===== src/rtl/enemy_control.sv =====
// enemy_control: sequences enemy init/move/draw phases per frame, one enemy drawing at a time.
module enemy_control #(
  parameter int N_ENEMY = 4,
  parameter int MOVE_DIV = 2,
  parameter int CHECK_CYCLES = 2,
  parameter int DRAW_TIMEOUT = 512
) (
  input  logic               i_clock,
  input  logic               i_reset,
  input  logic               i_run,
  input  logic               i_restart,
  input  logic               i_frame_tick,
  input  logic               i_bg_done,
  input  logic [N_ENEMY-1:0] i_draw_done,
  output logic               o_init,
  output logic               o_idle,
  output logic               o_gen_move,
  output logic               o_apply_move,
  output logic               o_bg_draw,
  output logic [N_ENEMY-1:0] o_draw,
  output logic               o_frame_done,
  output logic               o_overrun,
  output logic               o_timeout
);
  localparam int IW = N_ENEMY > 1 ? $clog2(N_ENEMY) : 1;
  localparam int WW = $clog2(DRAW_TIMEOUT) + 1;
  typedef enum logic [2:0] {S_INIT, S_IDLE, S_GEN, S_CHECK, S_APPLY, S_BG, S_DRAW, S_GAP} state_t;
  state_t r_state, w_next;
  logic [IW-1:0] r_idx, w_idx;
  logic [3:0] r_frame_cnt, w_frame_cnt;
  logic [WW-1:0] r_wd;
  logic r_pend, w_pend, r_overrun, r_timeout, w_tmo, w_wd_exp, w_last, w_start;
  assign w_wd_exp = r_wd == WW'(DRAW_TIMEOUT - 1);
  assign w_last = r_idx == IW'(N_ENEMY - 1);
  assign w_start = (i_frame_tick || r_pend) && i_run;
  always_comb begin
    w_next = r_state;
    w_idx = r_idx;
    w_frame_cnt = r_frame_cnt;
    w_pend = r_pend || (i_frame_tick && r_state != S_IDLE);
    w_tmo = 1'b0;
    case (r_state)
      S_INIT: w_next = S_IDLE;
      S_IDLE:
        if (i_restart) begin
          w_next = S_INIT;
          w_frame_cnt = '0;
        end else if (w_start) begin
          w_next = r_frame_cnt == 4'd0 ? S_GEN : S_BG;
          w_frame_cnt = r_frame_cnt == 4'(MOVE_DIV - 1) ? 4'd0 : r_frame_cnt + 4'd1;
          w_pend = 1'b0;
        end
      S_GEN: w_next = S_CHECK;
      S_CHECK: w_next = r_wd == WW'(CHECK_CYCLES - 1) ? S_APPLY : S_CHECK;
      S_APPLY: w_next = S_BG;
      S_BG:
        if (i_bg_done || w_wd_exp) begin
          w_next = S_DRAW;
          w_idx = '0;
          w_tmo = !i_bg_done;
        end
      S_DRAW:
        if (i_draw_done[r_idx] || w_wd_exp) begin
          w_next = S_GAP;
          w_tmo = !i_draw_done[r_idx];
        end
      S_GAP: begin
        w_next = w_last ? S_IDLE : S_DRAW;
        w_idx = w_last ? r_idx : r_idx + IW'(1);
      end
      default: w_next = S_INIT;
    endcase
  end
  // r_wd restarts on every state change: it times CHECK and guards BG/DRAW waits
  always_ff @(posedge i_clock) begin
    if (i_reset) begin
      r_state <= S_INIT;
      r_idx <= '0;
      r_frame_cnt <= '0;
      r_pend <= 1'b0;
      r_wd <= '0;
      r_overrun <= 1'b0;
      r_timeout <= 1'b0;
    end else begin
      r_state <= w_next;
      r_idx <= w_idx;
      r_frame_cnt <= w_frame_cnt;
      r_pend <= w_pend;
      r_wd <= w_next != r_state ? '0 : r_wd + WW'(1);
      r_overrun <= r_overrun || (i_frame_tick && r_state != S_IDLE);
      r_timeout <= r_timeout || w_tmo;
    end
  end
  assign o_init = r_state == S_INIT;
  assign o_idle = r_state inside {S_IDLE, S_CHECK, S_GAP};
  assign o_gen_move = r_state == S_GEN;
  assign o_apply_move = r_state == S_APPLY;
  assign o_bg_draw = r_state == S_BG;
  assign o_draw = r_state == S_DRAW ? N_ENEMY'(1) << r_idx : '0;
  assign o_frame_done = r_state == S_GAP && w_last;
  assign o_overrun = r_overrun;
  assign o_timeout = r_timeout;
endmodule


===== config.mk =====
export PLATFORM = sky130hd
export DESIGN_NAME = enemy_control
export DESIGN_NICKNAME = d
export VERILOG_FILES = /design/src/rtl/enemy_control.sv
export SDC_FILE = /design/constraint.sdc
export NUM_CORES = 1
export LEC_CHECK = 0
export ABC_AREA = 1
export CAP_MARGIN = 20
export CORE_UTILIZATION = 26
export DETAILED_ROUTE_END_ITERATION = 10
export PLACE_DENSITY = 0.44
export SETUP_SLACK_MARGIN = 0.5
export SLEW_MARGIN = 10
export SYNTH_ARGS = -nofsm -noshare
export SYNTH_HDL_FRONTEND = slang
export SYNTH_SLANG_ARGS = --single-unit

===== constraint.sdc =====
create_clock -name i_clock -period 1.8 [get_ports i_clock]
set_input_delay 0.36 -clock i_clock [delete_from_list [all_inputs] [get_ports i_clock]]
set_output_delay 0.36 -clock i_clock [all_outputs]
set_load 0.01 [all_outputs]

== After elaboration in Yosys (flattened, before gate mapping) ==
Cells that the tools add are included.

* Flip-flop bits (word level): 22
* Input port bits: 10
* Output and inout bits: 12
* Word-level logic and storage cells: 69

* Add/subtract/negate cells: 3
* Magnitude comparators: 1
* Eq/ne operators: 15
* Shift operators: 1
* Muxes and demuxes: 23
* Reduce and logical (&&, ||, !) cells: 19

{| class="wikitable"
|+ Operators with widths
! kind !! count
|-
| case mux 3 bit (8 select lines) || 1
|-
| 2-to-1 mux 3 bit || 7
|-
| 2-to-1 mux 4 bit || 4
|-
| == test 3 bit, second input constant || 4
|-
| adder 10 x 1 -> 10 bit, second input constant || 1
|-
| == test 10 x 1 -> 1 bit, second input constant || 1
|-
| == test 10 x 9 -> 1 bit, second input constant || 1
|-
| == test 3 x 2 -> 1 bit, second input constant || 2
|-
| logical OR 1 bit || 6
|-
| 2-to-1 mux 1 bit || 6
|-
| adder 4 x 1 -> 4 bit, second input constant || 1
|-
| == test 4 x 1 -> 1 bit, second input constant || 1
|-
| zero test 4 bit || 1
|-
| 2-to-1 mux 2 bit || 2
|-
| case mux 2 bit (2 select lines) || 1
|-
| nonzero test 2 bit || 2
|-
| << shifter 1 x 2 -> 4 bit, first input constant || 1
|-
| == test 3 x 1 -> 1 bit, second input constant || 1
|-
| logical AND 1 bit || 3
|-
| zero test 3 bit || 1
|-
| less-than comparator 2 x 3 -> 1 bit, second input constant || 1
|-
| != test 3 x 1 -> 1 bit, second input constant || 1
|-
| != test 3 bit || 1
|-
| AND reduction 3 bit || 1
|-
| 10 further kinds || 11
|}

== Longest topological paths before layout ==
Gate-level depths: netlist of run 1.

* Word-level depth: 7
* Mapped depth: 11
* Depth with buffers taken out: 11

== Least setup slack after synthesis of run 1 ==
No wires, ideal clock.

* Path kind: register to register
* Start point: reg r_wd[0]
* End point: reg r_wd[0]
* Setup time: 0.116 ns
* Data arrival time: 1.376 ns
* Data required time: 1.684 ns
* Path slack: 0.307 ns
* Cell stages (with the launch flop): 11
* Buffers on the path: 0
* Clock period less this slack: 1.493 ns
* Cells stage by stage: dfxtp_1 -> ha_1 -> nand2_1 -> nor2_2 -> nand3_2 -> nand3_1 -> nand2_1 -> inv_2 -> nand4_1 -> nand3_4 -> nor2_1

* Cells in the longest elaborated chain, start to end: 6
* Elaborated cells between the ends (all ways): 11
* Classes of those cells: 1 x add/sub; 3 x eq/ne; 4 x mux; 3 x reduce/logical

{| class="wikitable"
|+ RTL lines
! what !! RTL line !! text
|-
| from (decl) || 31 || <nowiki>logic [WW-1:0] r_wd;</nowiki>
|-
| from (signal assigned) || 89 || <nowiki>r_wd <= w_next != r_state ? '0 : r_wd + WW'(1);</nowiki>
|-
| == test 10 x 9 -> 1 bit || 33 || <nowiki>assign w_wd_exp = r_wd == WW'(DRAW_TIMEOUT - 1);</nowiki>
|-
| logical OR 1 bit, on equally long branches || 63, 57 ||
|-
| 2-to-1 mux 3 bit, on equally long branches || 63, 57 ||
|-
| case mux 3 bit (8 select lines) || 42 || <nowiki>case (r_state)</nowiki>
|-
| != test 3 bit || 89 ||
|-
| OR reduction 2 bit (no source line) || n/a ||
|}

Parallel ways exist; a longest one is shown, timed or not.
A chain may end at the register's enable or synchronous reset.

== Final worst setup path of run 1 ==
* Start point: reg r_state[2]
* End point: out o_draw[3]

* Cells in the longest elaborated chain, start to end: 2

{| class="wikitable"
|+ RTL lines
! what !! RTL line !! text
|-
| from (decl) || 28 || <nowiki>state_t r_state, w_next;</nowiki>
|-
| from (signal assigned) || 85 || <nowiki>r_state <= w_next;</nowiki>
|-
| == test 3 bit || 99 || <nowiki>assign o_draw = r_state == S_DRAW ? N_ENEMY'(1) << r_idx : '0;</nowiki>
|-
| 2-to-1 mux 4 bit || 99 ||
|-
| to (decl) || 20 || <nowiki>output logic [N_ENEMY-1:0] o_draw,</nowiki>
|}

Every way passes these cells.

==> impl_metrics.json, run 1 <==
{
  "rows": 25,
  "arrival_ns": 1.16,
  "cts-buffers-inserted": 3,
  "required_ns": 1.44,
  "reg2reg_slack_ns": 0.29,
  "cts_tree": "yes",
  "hpwl_mm": 2.50,
  "seqPwrFrac_pct": 39.3,
  "syn_to_final_growth_pct": 81.3,
  "period_share_pct": 84.4,
  "multi_input_area_sq_um": 1100,
  "fin_skew_ns": 0.00286,
  "drtIter0Drc": 37,
  "p_sw_mw": 0.444,
  "start_util_pct": 27.3,
  "fmax_mhz": 658,
  "combPwrFrac_pct": 35.6,
  "numPortBuffers": 21,
  "clkTransAtPathRegs_ns": 0.08,
  "path_max_fanout": 4,
  "path_class": "flip-flop to output pin",
  "layout.filler_cells": 468,
  "cts.htree.levels": 1,
  "post-place-ws_ns": -0.179,
  "ios": 22,
  "start_kind": "flip-flop",
  "ys_ff_latch": 22,
  "drive_above_1_share_pct": 57.3,
  "yosys.cell_count.top_type": "nor2_1",
  "setup_slack_ns": 0.280,
  "cp-endpoint": "o_draw[3]",
  "tns_ns": 0,
  "mappedNetlistArea_sq_um": 1310,
  "pwr-share-clk_pct": 25.1,
  "maxSlewViolCount": 0,
  "synth_warnings": 0,
  "fp.dieH_um": 72.9,
  "slew_headroom_pct": 83.8,
  "ys_top_cells_by_area": "dfxtp_1 34%, nor2_1 13%, nand2_1 9.5%",
  "max-cap-violations": 0,
  "ir_drop_uv": 300,
  "synth_top_cell_area_share_pct": 33.7,
  "routed_wl_mm": 3.73,
  "min_period_ns": 1.52,
  "fp.dieW_um": 72.9,
  "gp_congestion": 0.734,
  "routed_via_density": 4.34,
  "synthDistinctLibCells": 28,
  "syn_inst": 195,
  "yosys.area.top_type": "dfxtp_1",
  "crit_start": "r_state[2]",
  "p_per_area_nw_per_um2": 589,
  "synth_edf_count": 0,
  "grt_use_total_pct": 14.3,
  "timing.rr.end": "r_wd[0]",
  "seqCellArea_sq_um": 480,
  "cts.path.max_buffers": 2,
  "routedWlPerCell_um": 11.3,
  "syn-num-nets": 211,
  "worst_slew_pin_slew_ns": 0.243,
  "diodes": 0,
  "drt_pass1_iterations": 4,
  "grt_max_degree": 13,
  "end_kind": "output pin",
  "internal_power_mw": 0.953,
  "ant_nets": 0,
  "cts.sinks": 22,
  "hold_buffers": 0,
  "layoutNonFillerInstCount": 329,
  "die_area_sq_um": 5320,
  "power_mw": 1.40,
  "worst_hold_path_type": "flip-flop to flip-flop",
  "grt_pass1_vias": 1357,
  "synthArstFlopShare_pct": 0,
  "syn_avg_cell_area_sq_um": 6.71,
  "hold_violations": 0,
  "synthTopCellsByCount": "45 x nor2_1, 33 x nand2_1, 26 x inv_1, 22 x dfxtp_1, 9 x nand3_1",
  "clock_latency_ns": 0.26,
  "finalSetupViolations": 0,
  "grt_pass1_wl_mm": 6.02,
  "rsz0062_at_grt": "yes",
  "p_leak_nw": 1.00,
  "netSwitchingFraction_pct": 31.8,
  "run_status": "finished, final reports clean",
  "synthFlopType": "dfxtp_1",
  "ys_seq_area_share_pct": 33.7,
  "num_vias": 1427,
  "drc": 0,
  "core-area_sq_um": 4790,
  "nets": 279,
  "root_buffer": "clkbuf_8",
  "r2r-start": "r_state[2]",
  "rr_worst_depth": 11,
  "dp_cells": 298,
  "grt-ovfl-total": 0,
  "antenna_found_initial": 0,
  "utilization_pct": 49.5
}
==> worst max-delay path: stages, from the launching register on <==
cell and delay [ns]:
dfxtp_4 0.38, inv_4 0.05, nor3_4 0.19, inv_2 0.09, nor2_2 0.07, buf_2 0.13
==> logic make-up (layout without fill, tap and decap cells) <==
family	Yosys count	after routing	share of synthesized area (%)
simple gates	103	104	34.8
xor+xnor	8	8	5.36
fa+ha+maj	6	6	5.74
buf+inv	31	97	9.19
flops	22	22	33.7
compound gates	25	25	11.2
==> metrics by stage <==
stage / hold slack, ns / area, sq um
2_1_floorplan: 0.427 / 1360
3_3_place_gp: 0.439 / 1770
3_5_place_dp: 0.446 / 1770
4_1_cts: 0.454 / 2160
5_1_grt: 0.500 / 2370
6_report: 0.468 / 2370
==> worst min path at each step <==
stage	startpoint	end	slack [ns]	cells after the start
2_1_floorplan	r_wd[0]	r_wd[0]	0.43	1
3_3_place_gp	r_wd[0]	r_wd[0]	0.44	1
3_5_place_dp	r_wd[0]	r_wd[0]	0.45	1
4_1_cts	i_restart	r_frame_cnt[3]	0.45	2
5_1_grt	i_restart	r_frame_cnt[3]	0.50	2
6_report	o_overrun	o_overrun	0.47	2
==> sequential cells by signal, summed over array words and instances (netlist names) <==
name and cells:
r_state 3, r_frame_cnt 4, o_timeout 1, r_wd 10, r_idx 2, r_pend 1
o_overrun 1
==> routing by layer <==
layer	routed length (um)	vias to the layer above	GRT usage, %
met5	0	-	0
met4	40	0	3.27
met3	80	4	1.24
met2	1890	18	24.9
met1	1710	651	19.1
li1	-	754	-
==> power by group through the flow <==
stage | sequential [mW] | clock [mW] | combinational [mW]
floorplan | 0.544 | 0 | 0.168
finish | 0.549 | 0.351 | 0.497
CTS | 0.545 | 0.368 | 0.420
detailed placement | 0.549 | 0 | 0.287
global route | 0.554 | 0.391 | 0.540
global placement | 0.549 | 0 | 0.290
==> layout by cell type (no fill, tap or decap), drive strengths merged, types with 2 or more instances in the layout <==
cell type,n
nand3,13
inv,29
xnor2,3
ha,6
clkdlybuf4s50,6
clkbuf,4
o21ai,9
a221oi,2
xor2,5
dlygate4sd2,4
dfxtp,22
nor2,51
a21oi,8
buf,53
nand2,34
nor3,5
==> timing repair <==
| action | CTS | global route |
|---|---|---|
| endpoints found under the hold margin | 0 | 0 |
| setup buffers | 19 | 7 |
| setup endpoints to repair | 32 | 31 |
| pin swaps | 29 | 20 |
| gates resized for setup | 126 | 44 |
| gates cloned | 1 | 0 |
==> layout make-up <==
type / instances / share of cell area [%]
clock buffer: 4 / 2.32
inverter: 29 / 4.91
multi-input combinational: 143 / 46.4
sequential: 22 / 20.3
tap: 67 / 3.54
timing repair buffer: 64 / 22.6
Note: power is estimated with default switching activity, not from simulation.
==> run 2, diff against run 1 <==
--- a/config.mk
+++ b/config.mk
@@ -9,7 +9,7 @@
 export CAP_MARGIN = 20
 export CORE_UTILIZATION = 26
 export DETAILED_ROUTE_END_ITERATION = 10
-export PLACE_DENSITY = 0.44
+export PLACE_DENSITY = 0.45
 export SETUP_SLACK_MARGIN = 0.5
 export SLEW_MARGIN = 10
 export SYNTH_ARGS = -nofsm -noshare
==> constraint.sdc (replaced) <==
create_clock -name i_clock -period 1.3 [get_ports i_clock]
set_input_delay 0.26 -clock i_clock [delete_from_list [all_inputs] [get_ports i_clock]]
set_output_delay 0.26 -clock i_clock [all_outputs]
set_load 0.01 [all_outputs]
==> run 2 against run 1 <==
Effect of this change:
- the flow now finishes with violations (setup timing)
- flip-flop and latch count unchanged
- clock skew increased by 0.00073 ns
- non-clock buffer count increased by 25
- register-to-register slack got worse by 0.51 ns
- clock-buffer cell count unchanged
- sequential share of layout area decreased by 2.3 points
- design area increased by 9.4%
- critical path depth increased by 6
- worst hold slack got worse by 0.19 ns
- critical endpoint is now r_wd[1]
- largest power group unchanged
==> impl_metrics.json, run 2 (synthesized netlist as in run 1, its figures left out) <==
{
  "slowest_delay_ns": 0.38,
  "grt_pass1_vias": 1429,
  "crit_chain": "ha_4, nand2_4, nor2_4, nand3_4, nand3_2, nand2_2, inv_2, nand4_1, buf_4, nand3_4, nor2_1",
  "largest_register": "r_wd",
  "end_kind": "flip-flop",
  "diodes": 0,
  "core-area_sq_um": 4790,
  "cts_tree": "yes",
  "crit_slowest_cell": "dfxtp_4",
  "p_leak_nw": 1.14,
  "period_share_pct": 117,
  "clock_latency_ns": 0.26,
  "worst_hold_path_type": "primary input to flip-flop",
  "required_ns": 1.46,
  "stdcell_area_sq_um": 2590,
  "maxSlewViolCount": 0,
  "place_area_sq_um": 2130,
  "routedWlPerCell_um": 10.6,
  "path_class": "flip-flop to flip-flop",
  "nets": 304,
  "fp.dieW_um": 72.9,
  "fmax_mhz": 660,
  "root_buffer": "clkbuf_8",
  "layout_commonest_cell": "buf_4",
  "rsz0062_at_grt": "yes",
  "grt_max_degree": 13,
  "drt_pass1_iterations": 4,
  "tns_ns": -4.13,
  "die_area_sq_um": 5320,
  "layout.filler_cells": 490,
  "ios": 22,
  "run_status": "complete, but fails checks",
  "clkTransAtPathRegs_ns": 0.09,
  "reg_top3": "r_wd (10), r_frame_cnt (4), r_state (3)",
  "cts.sinks": 22,
  "setup_slack_ns": -0.216,
  "grt_use_total_pct": 15.6,
  "rows": 25,
  "syn_to_final_growth_pct": 98.4,
  "min_period_ns": 1.52,
  "path_buf_inv": 2,
  "num_vias": 1511,
  "utilization_pct": 54.2,
  "gp_congestion": 0.796,
  "drtIter0Drc": 49,
  "cpMostUsedCell": "nand3_4",
  "max-cap-violations": 0,
  "ir_drop_uv": 564,
  "antenna_found_initial": 0,
  "drc": 0,
  "critPathTopFamily": "simple AND/OR/NAND/NOR gates",
  "worst_slew_pin_slew_ns": 0.290,
  "failed_checks": "setup timing",
  "fin_skew_ns": 0.00359,
  "arrival_ns": 1.68,
  "grt-ovfl-total": 0,
  "ant_nets": 0,
  "routed_via_density": 4.27,
  "drive_above_1_share_pct": 58.9,
  "cts.path.max_buffers": 2,
  "cts.htree.levels": 1,
  "seqCellArea_sq_um": 467,
  "multi_input_area_sq_um": 1080,
  "final_cell_mix": "54 x buf_4, 24 x nor2_1, 21 x buf_6, 19 x nand2_1, 18 x inv_1",
  "hpwl_mm": 2.67,
  "hold_violations": 0,
  "fp.dieH_um": 72.9,
  "cts-buffers-inserted": 3,
  "numPortBuffers": 21,
  "path_max_fanout": 5,
  "routed_wl_mm": 3.76,
  "finalSetupViolations": 29,
  "grt_pass1_wl_mm": 6.32,
  "slew_headroom_pct": 80.5,
  "p_per_area_nw_per_um2": 774,
  "start_util_pct": 27.3,
  "start_kind": "flip-flop",
  "largest_reg_flops": 10
}
run 2: final cells by class:
class                   count  share of cell area, %
repair buffers             89                   30.1
flip-flops and latches     22                   18.0
well taps                  67                   3.23
inverters                  29                   4.87
multi-input cells         143                   41.6
clock buffers               4                   2.12
run 2: path summary, 6_finish.rpt:
kind | cells past startpoint | slack [ns] | endpoint | from
max | 11 | -0.22 | r_wd[1] | r_wd[0]
min | 2 | 0.28 | r_frame_cnt[3] | i_restart
max reg2reg | 11 | -0.22 | r_wd[1] | r_wd[0]
min reg2reg | 2 | 0.48 | o_overrun | o_overrun
run 2: where the power goes:
group,leakage [nW],total [mW],internal [mW],switching [mW]
clock network,0.0288,0.510,0.270,0.240
logic,0.929,0.734,0.388,0.346
registers,0.184,0.764,0.711,0.0529
run 2: through the flow:
step	std cells	setup WS (ns)	power, mW	hold slack, ns
CTS	348	-0.265	1.92	0.481
floorplan	195	-0.101	1.04	0.362
global route	354	-0.311	2.12	0.301
finish	354	-0.216	2.01	0.281
global placement	332	-0.450	1.28	0.454
detailed placement	332	-0.505	1.28	0.456
run 2: routing by layer:
layer / wire length (um) / GRT usage (%) / vias up / share of wire [%]
li1: - / - / 803 / -
met1: 1720 / 18.9 / 687 / 46
met2: 1900 / 28.1 / 17 / 51
met3: 95 / 3.04 / 4 / 2.5
met4: 40 / 3.92 / 0 / 1.1
met5: 0 / 0 / - / 0
run 2: worst reg2reg max path: stages, from the launching register on:
cell,delay [ns]
dfxtp_4,0.38
ha_4,0.15
nand2_4,0.05
nor2_4,0.14
nand3_4,0.10
nand3_2,0.09
nand2_2,0.05
inv_2,0.06
nand4_1,0.07
buf_4,0.16
nand3_4,0.09
nor2_1,0.05
run 2: timing repair:
item	4_1_cts	5_1_grt
pin swaps	26	27
setup buffers	11	6
cloned	1	0
endpoints found under the setup margin	34	34
hold buffers	0	0
gates resized for setup	102	43
